`src/rtl/contador_pkg.sv`:
```
// Shared constants and types for the up/down/load counter and its checker.
package contador_pkg;

  localparam logic [1:0] MODO_UP    = 2'b00;
  localparam logic [1:0] MODO_DOWN  = 2'b01;
  localparam logic [1:0] MODO_DOWN3 = 2'b10;
  localparam logic [1:0] MODO_LOAD  = 2'b11;

  localparam int DOWN3_STEP = 3;

  typedef enum logic {
    ST_UNSYNC = 1'b0,
    ST_CHECK  = 1'b1
  } chk_st_t;

  function automatic logic is_load(
    input logic       enb,
    input logic [1:0] modo
  );
    return enb && (modo == MODO_LOAD);
  endfunction

endpackage

```
`src/rtl/contador_next.sv`:
```
// Combinational next-state rule of the 4-mode counter (hold/up/down/down3/load).
module contador_next
  import contador_pkg::*;
#(
  parameter int WIDTH = 4
) (
  input  logic [WIDTH-1:0] q_i,
  input  logic             rco_i,
  input  logic             enb_i,
  input  logic [1:0]       modo_i,
  input  logic [WIDTH-1:0] d_i,
  output logic [WIDTH-1:0] q_o,
  output logic             rco_o
);

  localparam logic [WIDTH-1:0] ONE  =
    WIDTH'(1);
  localparam logic [WIDTH-1:0] DEC3 =
    WIDTH'(DOWN3_STEP);

  always_comb begin
    q_o   = q_i;
    rco_o = rco_i;
    unique case (1'b1)
      !enb_i: begin
        q_o   = q_i;
        rco_o = rco_i;
      end
      enb_i && (modo_i == MODO_UP): begin
        q_o   = q_i + ONE;
        rco_o = &q_i;
      end
      enb_i && (modo_i == MODO_DOWN): begin
        q_o   = q_i - ONE;
        rco_o = 1'b0;
      end
      enb_i && (modo_i == MODO_DOWN3): begin
        q_o   = q_i - DEC3;
        rco_o = 1'b0;
      end
      enb_i && (modo_i == MODO_LOAD): begin
        q_o   = d_i;
        rco_o = 1'b1;
      end
      default: begin
        q_o   = q_i;
        rco_o = rco_i;
      end
    endcase
  end

endmodule

```
`config.mk`:
```
export PLATFORM = sky130hd
export DESIGN_NAME = contador_next
export DESIGN_NICKNAME = d
export VERILOG_FILES = /design/src/rtl/contador_pkg.sv /design/src/rtl/contador_next.sv
export SDC_FILE = /design/constraint.sdc
export NUM_CORES = 1
export LEC_CHECK = 0
export ABC_CLOCK_PERIOD_IN_PS = 6150
export CAP_MARGIN = 20
export CORE_AREA = 2 2 39 41
export DETAILED_ROUTE_END_ITERATION = 10
export DIE_AREA = 0 0 41 43
export PLACE_DENSITY = 0.53
export SETUP_SLACK_MARGIN = 0.1
export SYNTH_ARGS = -nofsm -noshare
export SYNTH_HDL_FRONTEND = slang
export SYNTH_SLANG_ARGS = --single-unit
```
`constraint.sdc`:
```
create_clock -name vclk -period 6.15
set_clock_uncertainty 0.05 [all_clocks]
set_input_delay 1.23 -clock vclk [all_inputs]
set_output_delay 1.23 -clock vclk [all_outputs]
set_load 0.02 [all_outputs]
```
# == Word-level counts from Yosys, hierarchy flattened ==
# Index checks and enable logic that the tools add are counted.
# op_classes
addsub,3
n_eq_ne,3
muxes,2
n_reduce_logical,7
# ops
operator,count
case mux 4 bit (4 select lines),1
"adder 4 x 1 -> 4 bit, second input constant",1
"== test 2 bit, second input constant",2
logical AND 1 bit,4
AND reduction 4 bit,1
"subtractor 4 x 1 -> 4 bit, second input constant",1
"subtractor 4 x 2 -> 4 bit, second input constant",1
case mux 1 bit (3 select lines),1
"== test 2 x 1 -> 1 bit, second input constant",1
zero test 2 bit,1
OR reduction 2 bit,1
# word_totals
register_bits,0
out_inout_bits,5

# == Depth between registers and ports, before layout ==
# Gate-level depths: netlist (run 1).
# logic_depth
word_depth,4
mapped_depth,8

# == Worst setup path after synthesis (run 1) ==
# Ideal clock, no wire load.
# synth_path
path_type,input port to output port
startpoint,input port enb_i
endpoint,output port q_o[3]
arrival_ns,2.921
required_time_ns,4.870
path_slack_ns,1.949
cell_stages,8
path_cell_list,clkbuf_1 -> nand2_1 -> nor2_1 -> ha_1 -> a21o_2 -> a21oi_2 -> mux2_2 -> nor3_2
# synth_between
elab_chain_cells,2
word_cells_on_any_way,5
classes_between,mux: 1; reduce/logical: 4
# synth_lines
item,line_no,source
from (decl),contador_next.sv:9,"input logic enb_i,"
"logical AND 1 bit, on equally long branches",-,
case mux 4 bit (4 select lines) (*),contador_next.sv:24,unique case (1'b1)
to (decl),contador_next.sv:12,"output logic [WIDTH-1:0] q_o,"
# Every way passes the cells marked *; elsewhere a longest branch is shown, timed or not.

# == Worst setup path in the final report (run 1) ==
# Same ends and word-level chain as after synthesis.

==> results of run 1 <==
==> cell families after synthesis <==
group / share of synthesized area
multiplexers: 0.124
AND/OR/NAND/NOR: 0.368
AO/OA/AOI/OAI: 0.229
XOR/XNOR: 0.0697
buffers and inverters: 0.0298
adder cells (fa/ha/maj): 0.179
==> critical path, cell delays in order <==
cell             delay, ns
clkdlybuf4s50_1       0.73
nand2_1               0.09
nor2_1                0.16
ha_1                  0.25
a21o_2                0.19
a21oi_2               0.17
mux2_2                0.36
nor3_2                0.10
clkdlybuf4s50_1       0.62
==> synth_stat cells <==
| cell type | number | share of area |
|---|---|---|
| a21oi_2 | 1 | 0.035 |
| xor2_1 | 1 | 0.035 |
| mux2_2 | 1 | 0.045 |
| o22ai_1 | 1 | 0.025 |
| o211ai_1 | 1 | 0.030 |
| ha_1 | 2 | 0.099 |
| nand2_1 | 5 | 0.075 |
| inv_1 | 1 | 0.015 |
| a21oi_1 | 2 | 0.040 |
| nand3_1 | 2 | 0.040 |
| xnor2_1 | 1 | 0.035 |
| a31oi_1 | 1 | 0.025 |
| a21o_2 | 1 | 0.035 |
| nor3_2 | 1 | 0.040 |
| and4_1 | 1 | 0.035 |
| fa_1 | 1 | 0.080 |
| clkbuf_1 | 1 | 0.015 |
| nor2_1 | 5 | 0.075 |
| o21ai_0 | 2 | 0.040 |
| or2b_1 | 1 | 0.030 |
| mux2i_1 | 2 | 0.080 |
| and2_2 | 1 | 0.030 |
| nor3_1 | 1 | 0.020 |
| nor2b_1 | 1 | 0.025 |
==> routing by layer <==
layer  up-vias  track usage  wire length [µm]
met5         -            0                 0
met4         0            0                 0
met3         0            0                33
met2         8        0.131               287
met1       123       0.0889               296
li1        165            -                 -
==> final cells by class <==
type                       instances  area, µm²
multi-input combinational         35        244
timing repair buffer              17        170
fill                             151        946
inverter                           1       3.75
tap                               16       20.0
==> worst max-delay path by stage <==
stage              to
4_1_cts        q_o[3]
5_1_grt        q_o[3]
2_1_floorplan  q_o[3]
3_3_place_gp   q_o[3]
3_5_place_dp   q_o[3]
6_report       q_o[3]
==> power groups by stage <==
stage,logic (mW),clock network (mW),registers [mW]
after floorplan,0.0202,0,0
after global placement,0.0388,0,0
after detailed placement,0.0390,0,0
after CTS,0.0392,0,0
after global routing,0.0417,0,0
final,0.0386,0,0
==> impl_metrics.env, run 1 <==
export IMPL_wl_per_cell_um=8.94
export IMPL_drt_wl_total_um=617
export IMPL_rsz0062_at_grt="false"
export IMPL_hold_start="rco_i"
export IMPL_holdBufCountCts=0
export IMPL_critPathCaptureType="primary output"
export IMPL_tightest_slew_ns=0.422
export IMPL_cp_max_fo=14
export IMPL_drc_errors=0
export IMPL_drt_iter0_markers=0
export IMPL_final_cell_mix="17 x clkdlybuf4s50_1, 5 x nand2_1, 5 x nor2_1"
export IMPL_place_area_um2=438
export IMPL_min_to="rco_o"
export IMPL_finalSetupViolations=0
export IMPL_synth_nets=52
export IMPL_powerDensity_mw_per_mm2=88.2
export IMPL_slew_headroom=0.718
export IMPL_finish_utilization=0.316
export IMPL_worst_hold_path_num_cells=4
export IMPL_syn_avg_cell_area_um2=6.80
export IMPL_io_pins=17
export IMPL_share_seq_of_total_power=0
export IMPL_ir_drop_v=0.0000252
export IMPL_crit_required_ns=4.87
export IMPL_slew_violations=0
export IMPL_period_needed_ns=5.18
export IMPL_fin_area_um2=438
export IMPL_dieWidth_um=41
export IMPL_synthCells=37
export IMPL_p_sw_frac=0.450
export IMPL_antennaDiodeCount=0
export IMPL_setup_tns_ns=0
export IMPL_nNetsFinal=70
export IMPL_clock_power_share=0
export IMPL_comb_power_share=1.000
export IMPL_hold_viol_final=0
export IMPL_die_h_um=43
export IMPL_core_rowCount=14
export IMPL_syn2layout_area_growth_pct=74.1
export IMPL_timing_final_crit_share=0.843
export IMPL_fmaxAchievable_mhz=193
export IMPL_status="completed"
export IMPL_cts_setup_buffers=0
export IMPL_dr_pass1_iters=1
export IMPL_seqCellArea_um2=0
export IMPL_grt_pass1_vias=241
export IMPL_worst_hold_path_type="in2out"
export IMPL_vias_per_cell=4.29
export IMPL_layout_commonest_cell="clkdlybuf4s50_1"
export IMPL_grt_max_degree=15
export IMPL_n_clock_buffer=0
export IMPL_synth_cell_types=24
export IMPL_maxCapViolations=0
export IMPL_vias=296
export IMPL_grt_pass1_wl_um=931
export IMPL_dieArea_mm2=0.00176
export IMPL_power_switching_mw=0.0174
export IMPL_yosysWarnings=0
export IMPL_synth_area_um2=251
export IMPL_cp_arrival_ns=3.90
export IMPL_place_ws_ns=0.943
export IMPL_ys_seq_area_frac=0
export IMPL_drive_above_1_share=0.0943
export IMPL_hpwl_um=516
export IMPL_io_buffers=17
export IMPL_grt_overflow_total=0
export IMPL_start_kind="input port"
export IMPL_gr_usage_all_layers=0.0700
export IMPL_fin_hold_ws_ns=3.46
export IMPL_core_area_mm2=0.00138
export IMPL_p_leak_nw=0.181
export IMPL_antenna_found_initial=0
export IMPL_cts_resized=0
export IMPL_gp_congestion=0.642
export IMPL_timing_final_ws_setup_ns=0.966
export IMPL_start_util=0.182
export IMPL_placedCellCount=69
export IMPL_p_int_mw=0.0212
export IMPL_instances_no_fill=69
export IMPL_crit_start="enb_i"
export IMPL_power_mw=0.0386
export IMPL_seq_cells=0
export IMPL_crit_type="in2out"
export IMPL_ant_nets=0
No activity file was read; power rests on OpenSTA's default activity.
==> inputs of run 2 (changes only) <==
Settings changed: ABC_CLOCK_PERIOD_IN_PS 6150 to 5400.
Clock period 6.15 ns to 5.4 ns, I/O delays scaled along.
==> run 2 against run 1 <==
Net effect: setup slack got worse by 0.28 ns; flip-flop and latch count did not move; non-clock buffer count rose by 1; clock-buffer cell count did not move; first-iteration DRC count rose by 5; power rose by 14%; wire length rose by 1.5%; hold slack got worse by 0.30 ns; highest routed layer unchanged.
==> impl_metrics.env, run 2 (synthesis results as in run 1) <==
export IMPL_status="completed"
export IMPL_holdBufCountCts=0
export IMPL_antennaDiodeCount=0
export IMPL_seqCellArea_um2=0
export IMPL_cts_setup_buffers=0
export IMPL_n_clock_buffer=0
export IMPL_start_util=0.182
export IMPL_cts_resized=0
export IMPL_syn2layout_area_growth_pct=77.1
export IMPL_clock_power_share=0
export IMPL_hpwl_um=536
export IMPL_wl_per_cell_um=8.94
export IMPL_drive_above_1_share=0.111
export IMPL_start_kind="input port"
export IMPL_ant_nets=0
export IMPL_p_int_mw=0.0246
export IMPL_cp_max_fo=5
export IMPL_p_leak_nw=0.186
export IMPL_share_seq_of_total_power=0
export IMPL_grt_max_degree=14
export IMPL_hold_viol_final=0
export IMPL_placedCellCount=70
export IMPL_dieArea_mm2=0.00176
export IMPL_gp_congestion=0.663
export IMPL_comb_power_share=1.000
export IMPL_slew_headroom=0.830
export IMPL_maxCapViolations=0
export IMPL_die_h_um=43
export IMPL_critPathCaptureType="primary output"
export IMPL_drt_wl_total_um=626
export IMPL_rsz0062_at_grt="false"
export IMPL_core_rowCount=14
export IMPL_grt_pass1_wl_mm=1.04
export IMPL_ir_drop_v=0.0000293
export IMPL_layout_commonest_cell="clkdlybuf4s50_1"
export IMPL_worst_hold_path_type="in2out"
export IMPL_drc_errors=0
export IMPL_slew_violations=0
export IMPL_multiInputGateArea_um2=244
export IMPL_finalSetupViolations=0
export IMPL_instances_no_fill=70
export IMPL_fmaxAchievable_mhz=212
export IMPL_seq_cells=0
export IMPL_finish_utilization=0.322
export IMPL_core_area_mm2=0.00138
export IMPL_antenna_found_initial=0
export IMPL_vias_per_cell=4.53
export IMPL_power_switching_mw=0.0196
export IMPL_powerDensity_mw_per_mm2=99.3
export IMPL_gr_usage_all_layers=0.0780
export IMPL_dr_pass1_iters=4
export IMPL_tightest_slew_ns=0.254
export IMPL_io_pins=17
export IMPL_period_needed_ns=4.72
export IMPL_crit_type="in2out"
export IMPL_setup_tns_ns=0
export IMPL_fill_cells=165
export IMPL_final_cell_mix="17 x clkdlybuf4s50_1, 5 x nand2_1, 5 x nor2_1"
export IMPL_cp_arrival_ns=3.59
export IMPL_grt_overflow_total=0
export IMPL_vias=317
export IMPL_dieWidth_um=41
export IMPL_timing_final_crit_share=0.874
export IMPL_drt_iter0_markers=5
export IMPL_grt_pass1_vias=255
export IMPL_io_buffers=17
export IMPL_crit_required_ns=4.27
export IMPL_nNetsFinal=71
export IMPL_p_sw_frac=0.444
## run 2: area by class of cell
cell class,count,share of cell area
inverter,1,0.00843
multi-input combinational,35,0.548
tap,16,0.0449
timing repair buffer,18,0.399
## run 2: worst max-delay path: stages
cell and delay (ns):
clkdlybuf4s50_1 0.56, nand2_1 0.07, nor2_1 0.17, ha_1 0.26, a21o_2 0.19, a21oi_2 0.18
mux2_2 0.36, nor3_2 0.10, clkdlybuf4s50_1 0.62
## run 2: path summary, 6_finish.rpt
check / start / end / slack, ns / cells past startpoint
worst min-delay path: rco_i / rco_o / 3.16 / 4
worst max-delay path: modo_i[0] / q_o[3] / 0.68 / 9
## run 2: per-layer routing
layer	vias to the layer above	track usage	share of wire
met4	0	0	0
li1	170	-	-
met2	8	0.138	0.46
met3	0	0	0.064
met5	-	0	0
met1	139	0.108	0.47
## run 2: power by group through the flow
stage	registers (mW)	logic, mW	clock network (mW)
detailed placement	0	0.0448	0
floorplan	0	0.0230	0
global placement	0	0.0446	0
CTS	0	0.0449	0
finish	0	0.0442	0
global route	0	0.0487	0
## run 2: through the flow
step	cell area (µm²)	setup WS (ns)	total power, mW	hold WS, ns
3_3_place_gp	445	0.682	0.0446	3.16
2_1_floorplan	251	1.50	0.0230	2.28
5_1_grt	445	0.546	0.0487	3.22
3_5_place_dp	445	0.638	0.0448	3.16
4_1_cts	445	0.641	0.0449	3.17
6_report	445	0.683	0.0442	3.16
==> inputs of run 3 (changes only) <==
Settings changed: CAP_MARGIN 20 to not set.
==> results of run 3 <==
No change in the layout: final DEF, timing and power equal those of run 2.
